[src/rtl/uart_tx_feeder.sv]
// Byte FIFO in front of a UART transmit path. Each byte is issued with a
// one-cycle start pulse, followed by a fixed frame gap before the next pulse.
module uart_tx_feeder #(
    parameter logic [31:0] CLOCK_FREQ      = 32'd50_000_000,
    parameter logic [31:0] UART_BAUD       = 32'd115200,
    parameter int          FIFO_DEPTH_LOG2 = 4,
    parameter logic [31:0] FRAME_GAP_BITS  = 32'd11
) (
    input  logic                       clk_in,
    input  logic                       rst_n,
    input  logic [7:0]                 wr_data,
    input  logic                       wr_en,
    output logic                       full,
    output logic                       empty,
    output logic [FIFO_DEPTH_LOG2:0]   level,
    output logic                       overflow,
    output logic                       busy,
    output logic [7:0]                 uart_tx_data,
    output logic                       uart_tx_enable
);
    localparam logic [31:0] BAUD_RATE_CNT = CLOCK_FREQ / UART_BAUD;
    localparam logic [31:0] GAP_CYCLES    = BAUD_RATE_CNT * FRAME_GAP_BITS;
    localparam int          DEPTH         = 1 << FIFO_DEPTH_LOG2;
    localparam logic [FIFO_DEPTH_LOG2:0] LVL_FULL = (FIFO_DEPTH_LOG2+1)'(DEPTH);

    typedef enum logic [1:0] {IDLE, START, WAIT} state_t;

    state_t                     r_state;
    logic [31:0]                r_gap_cnt;
    logic [7:0]                 r_mem [DEPTH];
    logic [FIFO_DEPTH_LOG2-1:0] r_wr_ptr;
    logic [FIFO_DEPTH_LOG2-1:0] r_rd_ptr;

    logic                       w_push;
    logic                       w_pop;
    logic [FIFO_DEPTH_LOG2:0]   w_level_nxt;

    // Acceptance uses only registered flags, so a same-cycle pop never frees a slot early.
    assign w_push = wr_en && !full;
    assign w_pop  = (r_state == IDLE) && !empty;
    assign busy   = (r_state != IDLE) || !empty;

    always_comb begin
        w_level_nxt = level;
        if (w_push && !w_pop)
            w_level_nxt = level + 1'b1;
        else if (!w_push && w_pop)
            w_level_nxt = level - 1'b1;
    end

    always_ff @(posedge clk_in) begin
        if (w_push)
            r_mem[r_wr_ptr] <= wr_data;
    end

    always_ff @(posedge clk_in or negedge rst_n) begin
        if (!rst_n) begin
            r_wr_ptr <= '0;
            r_rd_ptr <= '0;
            level    <= '0;
            full     <= 1'b0;
            empty    <= 1'b1;
            overflow <= 1'b0;
        end else begin
            overflow <= wr_en && full;
            if (w_push)
                r_wr_ptr <= r_wr_ptr + 1'b1;
            if (w_pop)
                r_rd_ptr <= r_rd_ptr + 1'b1;
            level <= w_level_nxt;
            full  <= (w_level_nxt == LVL_FULL);
            empty <= (w_level_nxt == '0);
        end
    end

    // Reset lands in WAIT so a frame already on the line downstream can finish.
    always_ff @(posedge clk_in or negedge rst_n) begin
        if (!rst_n) begin
            r_state        <= WAIT;
            r_gap_cnt      <= GAP_CYCLES - 32'd1;
            uart_tx_data   <= 8'h00;
            uart_tx_enable <= 1'b0;
        end else begin
            uart_tx_enable <= 1'b0;
            case (r_state)
                IDLE: begin
                    if (!empty) begin
                        uart_tx_data <= r_mem[r_rd_ptr];
                        r_state      <= START;
                    end
                end
                START: begin
                    uart_tx_enable <= 1'b1;
                    r_gap_cnt      <= GAP_CYCLES - 32'd1;
                    r_state        <= WAIT;
                end
                WAIT: begin
                    if (r_gap_cnt == 32'd0)
                        r_state <= IDLE;
                    else
                        r_gap_cnt <= r_gap_cnt - 32'd1;
                end
                default: r_state <= IDLE;
            endcase
        end
    end
endmodule

[config.mk]
export PLATFORM = sky130hd
export DESIGN_NAME = uart_tx_feeder
export DESIGN_NICKNAME = d
export VERILOG_FILES = /design/src/rtl/uart_tx_feeder.sv
export SDC_FILE = /design/constraint.sdc
export NUM_CORES = 1
export LEC_CHECK = 0
export CAP_MARGIN = 10
export CORE_MARGIN = 2
export CORE_UTILIZATION = 60
export DETAILED_ROUTE_END_ITERATION = 6
export PLACE_DENSITY_LB_ADDON = 0.1
export SYNTH_ARGS = -nofsm -noshare
export SYNTH_HDL_FRONTEND = slang
export SYNTH_SLANG_ARGS = --single-unit
[constraint.sdc]
create_clock -name clk_in -period 2.9 [get_ports clk_in]
set_input_delay 0.435 -clock clk_in [delete_from_list [all_inputs] [get_ports clk_in]]
set_output_delay 0.435 -clock clk_in [all_outputs]
set_load 0.005 [all_outputs]
# Word-level counts from Yosys, hierarchy flattened
# Memory sizes are Yosys's and may differ from the RTL's. A register that Yosys moved wholly into a read port is not among the register bits.
# Cells that the tools add are included.
# Widths: inputs -> output; s select.
[word_totals]
register_bits = 51
mem_bits_rw = 128
out_inout_bits = 18
n_memories = 1
[memory_table]
columns = ["memory", "words", "word_bits", "rd", "rd_clocked_by_memory_dff", "write_ports", "line", "text"]
rows = [
  ["r_mem", 16, 8, 1, 1, 1, "30", "logic [7:0] r_mem [DEPTH];"],
]
[classes]
n_addsub = 5
eq_ne = 6
muxes = 10
bitwise = 1
reduce_logical = 19
[op_table]
columns = ["cell", "n"]
rows = [
  ["$pmux 32 s2", 1],
  ["$logic_not 32->1", 1],
  ["$mux 32", 1],
  ["$sub 32x1->32 const B", 1],
  ["$mux 5", 2],
  ["$add 4x1->4 const B", 2],
  ["$ne 2x2->1 const B", 3],
  ["$pmux 2 s3", 1],
  ["$reduce_and 2->1", 3],
  ["$add 5x1->5 const B", 1],
  ["$eq 5x5->1 const B", 1],
  ["$logic_and 1x1->1", 5],
  ["$logic_not 1->1", 5],
  ["$logic_not 5->1", 1],
  ["$sub 5x1->5 const B", 1],
  ["$mux 2", 2],
  ["$reduce_bool 2->1", 2],
  ["$mux 1", 3],
  ["$eq 2x1->1 const B", 1],
  ["$eq 2x2->1 const B", 1],
  ["$logic_not 2->1", 1],
  ["$logic_or 1x1->1", 1],
  ["$not 1->1", 1],
]

# Depth between registers and ports, before layout
# Gate-level depths: netlist of run 1.
[logic_depth]
word_depth = 7
mapped_depth = 9

# Worst setup path before layout of run 1
# OpenSTA, ideal clock, no wires.
[synth_path]
path_type = "flip-flop to flip-flop"
start = "register r_gap_cnt[18]"
end = "register r_gap_cnt[27]"
setup_ns = 0.077
arrival_time_ns = 2.330
t_required_ns = 2.823
setup_slack_ns = 0.492
stages_incl_launch_ff = 6
path_buffers = 0
synth_period_minus_slack_ns = 2.408
cell_sequence = "dfrtp_1 > or3_1 > or4_4 > or4_1 > or4_1 > a21oi_1"
[synth_between]
elab_chain_cells = 3
[synth_lines]
columns = ["element", "line", "text"]
rows = [
  ["from (decl)", "29", "logic [31:0] r_gap_cnt;"],
  ["from (signal assigned)", "80", "r_gap_cnt <= GAP_CYCLES - 32'd1;"],
  ["from (signal assigned)", "94", "r_gap_cnt <= GAP_CYCLES - 32'd1;"],
  ["from (signal assigned)", "101", "r_gap_cnt <= r_gap_cnt - 32'd1;"],
  ["$sub 32x1->32 / $logic_not 32->1 (equally long branches)", "101, 98", ""],
  ["$mux 32 / $ne 2x2->1 (equally long branches)", "n/a", ""],
  ["$pmux 32 s2 / $reduce_and 2->1 (equally long branches)", "n/a", ""],
]
# Parallel ways exist; a longest one is shown, timed or not. The select of a mux whose other input is x is not followed.
# A chain may end at the register's enable or synchronous reset.

# Worst setup path after layout of run 1
# Same ends and word-level chain as after synthesis.

==> summary.md, run 1 <==
| Metric | Value |
|---|---|
| Vias in the first global route | between 4000 and 5000 |
| Yosys warning count | 0 |
| Clock power frac | 0.264 |
| Worst Path Required | ~3300 ps |
| Post-cts resize count | 0 |
| Synthesized net count | ~550 |
| Cell Area, Synth | 7920 um2 |
| Slew margin rel. | 0.468 |
| Core area | around 13000 um2 |
| Initial Util | 0.620 |
| Multi-input logic area | 2450 um2 |
| Vias per inst | between 6 and 7 |
| Sw frac | 0.316 |
| Worst reg-to-reg path cell count | 5 |
| Final WL | between 15 and 20 mm |
| Reg2Reg Capture Point | r_gap_cnt[27] |
| Flop pwr share | 0.449 |
| First-pass GRT wire length | approximately 25 mm |
| Residual DRC | 0 |
| Pre-antenna DRT Iters | 6 |
| Crit path max fanout | 5 |
| Synth unique cells | 55 |
| Clock Path Buffers | 2 |
| Starting DRC count in detailed routing | approximately 370 |
| Initial antenna violation count | 0 |
| Area occupied by registers | 5330 um2 |
| CTS clk-pin slew, worst paths | 70 ps |
| DIE WIDTH | roughly 120 um |
| Status | finished, final reports clean |
| Placed Cells | 729 |
| Pin count of the biggest net entering global routing | 60 |
| Worst hold path class | input pin to async pin |
| P_int | between 0.005 and 0.006 W |
| Gpl congestion | ~0.8 |
| Max VDD drop | approximately 0.56 mV |
| Post-DP HPWL | between 10 and 15 mm |
| Post-route minimum period | between 2000 and 3000 ps |
| Startpoint types | flip-flop |
| Postcts setup bufs | 0 |
| Hold buffers post-CTS | 0 |
| Total number of vias | approximately 4600 |
| Yosys top cell area share | 0.485 |
| Worst-skew pair later-pin latency | roughly 440 ps |
| Total CTS buffers | 17 |
| Synth top area cells | edfxtp_1 (49%), dfrtp_1 (16%), mux4_2 (9.1%) |
| Nets | just under 600 |
| Setup violations, final | 0 |
| ANT cells | 0 |
| GRT overflow | 0 |
| Pwr Total | about 0.0083 W |
| Final non-filler cell total | 761 |
| Standard-cell row count | 41 |
| Final hold violation count | 0 |
| Slew Limit Fails | 0 |
| Main synth FF type | edfxtp_1 |
| TritonCTS clock tree | done |
| CTS Root Cell | clkbuf_16 |
| Critical Path End Type | flip-flop |
| Crit Path Class | flip-flop to flip-flop |
| Sw power | roughly 0.0026 W |
| Seq/Total Area, Yosys | 0.673 |
| Die Span Y | ~120 um |
| Port Buffers | 28 |
| R2R Path Start | r_gap_cnt[18] |
| Leakage | around 3.3 nW |
| Crit path DAT | ~2900 ps |
| Top-count cell post-synth | edfxtp_1 |
| Achievable Freq | ~400 MHz |
| ANT nets after route | 0 |
| Fill count | between 800 and 900 |
| Share of flip-flops with an asynchronous set or reset | 0.316 |
| Post-synth top area cell | edfxtp_1 |
| Share of cells above drive strength 1 | 0.190 |
| Comb power frac | 0.287 |
| Tot GR Track Use | 0.243 |
| Worst Skew | between 10 and 15 ps |
| Top Ports | 29 |
| Per-cell routed wire length | 20.6 um |
| Tightest Pin Transition | roughly 800 ps |
| Area growth syn-to-layout | 14.9% |
| Top post-synthesis cells by count | edfxtp_1 (128), dfrtp_1 (51), nor2_1 (36) |
| Final setup TNS | 0 ps |
| Post-synth EDFFs | roughly 130 |
| Tcrit/Tclk final | 0.866 |
| Syn avg cell area | 15.1 um2 |
| R2R Setup Slk | just under 400 ps |
| Gate Count Post-Synth | approximately 530 |
| Synth Register Bits | 187 |
| Unrepaired setup endpoints after global routing | false |
| Die area | between 10000 and 15000 um2 |
| H-Tree Level Count | 4 |
| Power Dens Cells | roughly 910 nW/um2 |
| # clock sinks | 187 |
| Total of max-cap violations | 0 |
## per-stage QoR
stage	worst slack [ps]	utilization	cell area [um2]	hold slack (ps)
2_1_floorplan	492	-	7920	139
3_5_place_dp	392	0.670	8550	477
3_3_place_gp	415	0.670	8550	457
5_1_grt	288	0.713	9110	218
6_report	389	0.713	9110	157
4_1_cts	388	0.713	9110	176
## critical path, cell delays in order, from the launching register on
cell	delay, ps
dfrtp_1	420
or3_1	420
or4_4	550
or4_1	500
or4_1	400
a21oi_1	150
## power by group through the flow
stage,clock network [W],logic [W],registers (W)
after floorplan,0,0.00173,0.00351
after global placement,0,0.00232,0.00375
after detailed placement,0,0.00237,0.00377
after CTS,0.00221,0.00240,0.00372
after global routing,0.00230,0.00258,0.00378
final,0.00219,0.00237,0.00371
## layout make-up
type,count,area share
clock buffer,18,0.0471
clock inverter,14,0.0135
inverter,9,0.00371
multi-input combinational,302,0.269
sequential,187,0.585
tap,172,0.0236
timing repair buffer,59,0.0572
## kinds of logic (layout without fill, tap and decap cells)
logic type / after synthesis / count (layout) / share of synthesized area
AO/OA/AOI/OAI: 49 / 49 / 0.0385
XOR/XNOR: 12 / 12 / 0.0133
adder cells (fa/ha/maj): 8 / 8 / 0.0126
buffers and inverters: 37 / 100 / 0.0177
flip-flops: 187 / 187 / 0.673
multiplexers: 66 / 66 / 0.134
AND/OR/NAND/NOR: 167 / 167 / 0.111
## per-layer routing
metal / wire (um) / GRT usage / up-vias
li1: - / - / 2129
met1: 6820 / 0.333 / 2303
met2: 7780 / 0.385 / 121
met3: 710 / 0.0512 / 27
met4: 371 / 0.0975 / 0
met5: 0 / 0 / -
## sequential cells by signal (all words and copies together), names as in the netlist
signal,cells
r_mem,128
r_gap_cnt,32
uart_tx_data,8
level,5
r_rd_ptr,4
r_wr_ptr,4
r_state,2
empty,1
full,1
overflow,1
uart_tx_enable,1
## placed cells by master (no fill, tap or decap), types with 3 or more instances in the layout
cell               n
edfxtp_1         128
dfrtp_1           50
clkinv_4           3
and2_1             4
nor2_1            36
nand3_1           13
clkdlybuf4s50_1   27
or4_1              9
xnor2_1           11
and4_1             3
clkinvlp_4         3
o21ai_0           13
nor2b_1            3
dfstp_2            8
buf_4             30
mux2i_1           34
nor3_1            15
ha_1               8
mux4_2            32
clkbuf_16         17
inv_1              8
nand2b_1           8
nand2_1           35
clkinv_2           4
nand4_1            5
nor4_1            13
a21oi_1           16
or3_1              9
## how the worst max path moves through the flow
stage / to / from
after floorplan: r_gap_cnt[27] / r_gap_cnt[18]
after global placement: r_gap_cnt[27] / r_gap_cnt[18]
after detailed placement: r_gap_cnt[27] / r_gap_cnt[18]
after CTS: r_gap_cnt[27] / r_gap_cnt[18]
after global routing: r_gap_cnt[3] / r_gap_cnt[27]
final: r_gap_cnt[27] / r_gap_cnt[18]
(Power assumes the default switching activity.)
==> run 2: changes to the inputs <==
--- a/config.mk
+++ b/config.mk
@@ -6,7 +6,6 @@
 export NUM_CORES = 1
 export LEC_CHECK = 0
 export CAP_MARGIN = 10
-export CORE_MARGIN = 2
 export CORE_UTILIZATION = 60
 export DETAILED_ROUTE_END_ITERATION = 6
 export PLACE_DENSITY_LB_ADDON = 0.1
==> summary.md, run 2 (same netlist as run 1, synthesis figures left out) <==
| Metric | Value |
|---|---|
| Pin count of the biggest net entering global routing | 34 (-43%) |
| Residual DRC | 0 (unchanged) |
| Post-cts resize count | 0 (unchanged) |
| CTS Root Cell | clkbuf_16 |
| Multi-input logic area | 2450 um2 (unchanged) |
| Startpoint types | flip-flop |
| Vias in the first global route | 4617 (-2.0%) |
| Total number of vias | 4665 (+1.9%) |
| Share of cells above drive strength 1 | 0.194 (+0.00340) |
| Initial Util | 0.620 (unchanged) |
| Die Span Y | 117 um (-1.7%) |
| Achievable Freq | 390 MHz (-2.1%) |
| GRT busiest layer | met2 |
| Fill count | 817 (unchanged) |
| Final WL | 15.7 mm (-0.16%) |
| DIE WIDTH | 117 um (-1.7%) |
| Total of max-cap violations | 0 (unchanged) |
| Pre-antenna DRT Iters | 5 (-1) |
| Slew margin rel. | 0.385 (-0.0830) |
| Worst Path Required | 3250 ps (-20 ps) |
| H-Tree Level Count | 4 (unchanged) |
| Leakage | 3.37 nW (+0.89%) |
| Die area | 13700 um2 (-3.3%) |
| GRT overflow | 0 (unchanged) |
| # clock sinks | 187 (unchanged) |
| Critical Path End Type | flip-flop |
| Starting DRC count in detailed routing | 463 (+26%) |
| Final setup TNS | 0 ps (unchanged) |
| Worst-skew pair later-pin latency | 430 ps (about the same) |
| Top Ports | 29 (unchanged) |
| Initial antenna violation count | 0 (unchanged) |
| Max VDD drop | 0.663 mV (+18%) |
| First-pass GRT wire length | 24.6 mm (-2.6%) |
| Hold buffers post-CTS | 0 (unchanged) |
| Core area | 12800 um2 (unchanged) |
| Per-cell routed wire length | 20.6 um (-0.16%) |
| Tcrit/Tclk final | 0.884 (+0.0183) |
| Vias per inst | 6.13 (+1.9%) |
| Clock Path Buffers | 2 (unchanged) |
| Postcts setup bufs | 0 (unchanged) |
| Post-DP HPWL | 10.3 mm (-0.29%) |
| Final core utilization | 0.717 (+0.00451) |
| Crit path DAT | 2910 ps (+30 ps) |
| Most common cell after layout, fill and taps aside | edfxtp_1 |
| Gpl congestion | 0.810 (-1.4%) |
| Status | finished, final reports clean |
| Worst Skew | 12.2 ps (+0.0624 ps) |
| Power Dens Cells | 921 nW/um2 (+1.4%) |
| Slew Limit Fails | 0 (unchanged) |
| Tot GR Track Use | 0.252 (+0.00928) |
| Setup violations, final | 0 (unchanged) |
| GR Util met3 | 0.0556 (+0.00437) |
| CTS clk-pin slew, worst paths | 70 ps (about the same) |
| Max reg flops | 128 (unchanged) |
| Port Buffers | 28 (unchanged) |
| Final hold violation count | 0 (unchanged) |
| Standard-cell row count | 41 (unchanged) |
| TritonCTS clock tree | done |
| Crit Path Class | flip-flop to flip-flop |
| Biggest regs | r_mem: 128 flops, r_gap_cnt: 32 flops, uart_tx_data: 8 flops |
| Area occupied by registers | 5330 um2 (unchanged) |
| ANT nets after route | 0 (unchanged) |
| ANT cells | 0 (unchanged) |
| Pwr Total | 0.00844 W (+2.1%) |
| Area growth syn-to-layout | 15.6% |
| Worst hold path class | input pin to async pin |
| Hold slack final | 90.3 ps (-67.0 ps) |
| Crit path max fanout | 5 (unchanged) |
| Final non-filler cell total | 761 (unchanged) |
| Tightest Pin Transition | 923 ps (+124 ps) |
| Total CTS buffers | 17 (unchanged) |
| GR Util met2 | 0.402 (+0.0165) |
| Unrepaired setup endpoints after global routing | false |
| Most frequent cells in the layout | edfxtp_1 (128), dfrtp_1 (50), nor2_1 (36), nand2_1 (35), mux2i_1 (34) |
| Nets | 595 (unchanged) |
| Post-route minimum period | 2560 ps (+52.9 ps) |
| Global Route met1 Usage | 0.355 (+0.0220) |
| Reg with most FFs | r_mem |
| Placed Cells | 729 (unchanged) |
## run 2: path summary, 6_finish.rpt
check                                endpoint          start  slack, ps  cells past startpoint
worst max-delay path            r_gap_cnt[27]  r_gap_cnt[18]        340                      5
worst min-delay path            r_gap_cnt[23]          rst_n         90                      1
worst max register to register  r_gap_cnt[27]  r_gap_cnt[18]        340                      5
worst min register to register  r_gap_cnt[31]  r_gap_cnt[31]        470                      1
max in group asynchronous               empty          rst_n       2110                      2
min in group clk_in             r_gap_cnt[31]  r_gap_cnt[31]        470                      1
## run 2: critical path, cell delays in order, from the launching register on
cell	delay (ps)
dfrtp_1	420
or3_1	420
or4_4	560
or4_1	500
or4_1	410
a21oi_1	170
## run 2: per-layer routing
metal  part of all wire  routed length (um)
met5                  0                   0
met2               0.50                7760
met4              0.011                 173
met3              0.049                 772
met1               0.44                6960
## run 2: where the power goes
group | internal, W | switching, W
Sequential | 0.00330 | 0.000346
Combinational | 0.00119 | 0.00129
Clock | 0.00123 | 0.00108
Total | 0.00572 | 0.00272
## run 2: layout make-up
| type | count | area share |
|---|---|---|
| tap | 172 | 0.0235 |
| clock buffer | 17 | 0.0464 |
| inverter | 9 | 0.00369 |
| timing repair buffer | 59 | 0.0582 |
| multi-input combinational | 302 | 0.268 |
| clock inverter | 15 | 0.0187 |
| sequential | 187 | 0.582 |
## run 2: through the flow
step	cell area (um2)	worst slack [ps]
after floorplan	7920	492
after global placement	8570	414
after detailed placement	8570	370
after CTS	9160	335
after global routing	9160	251
final	9160	336
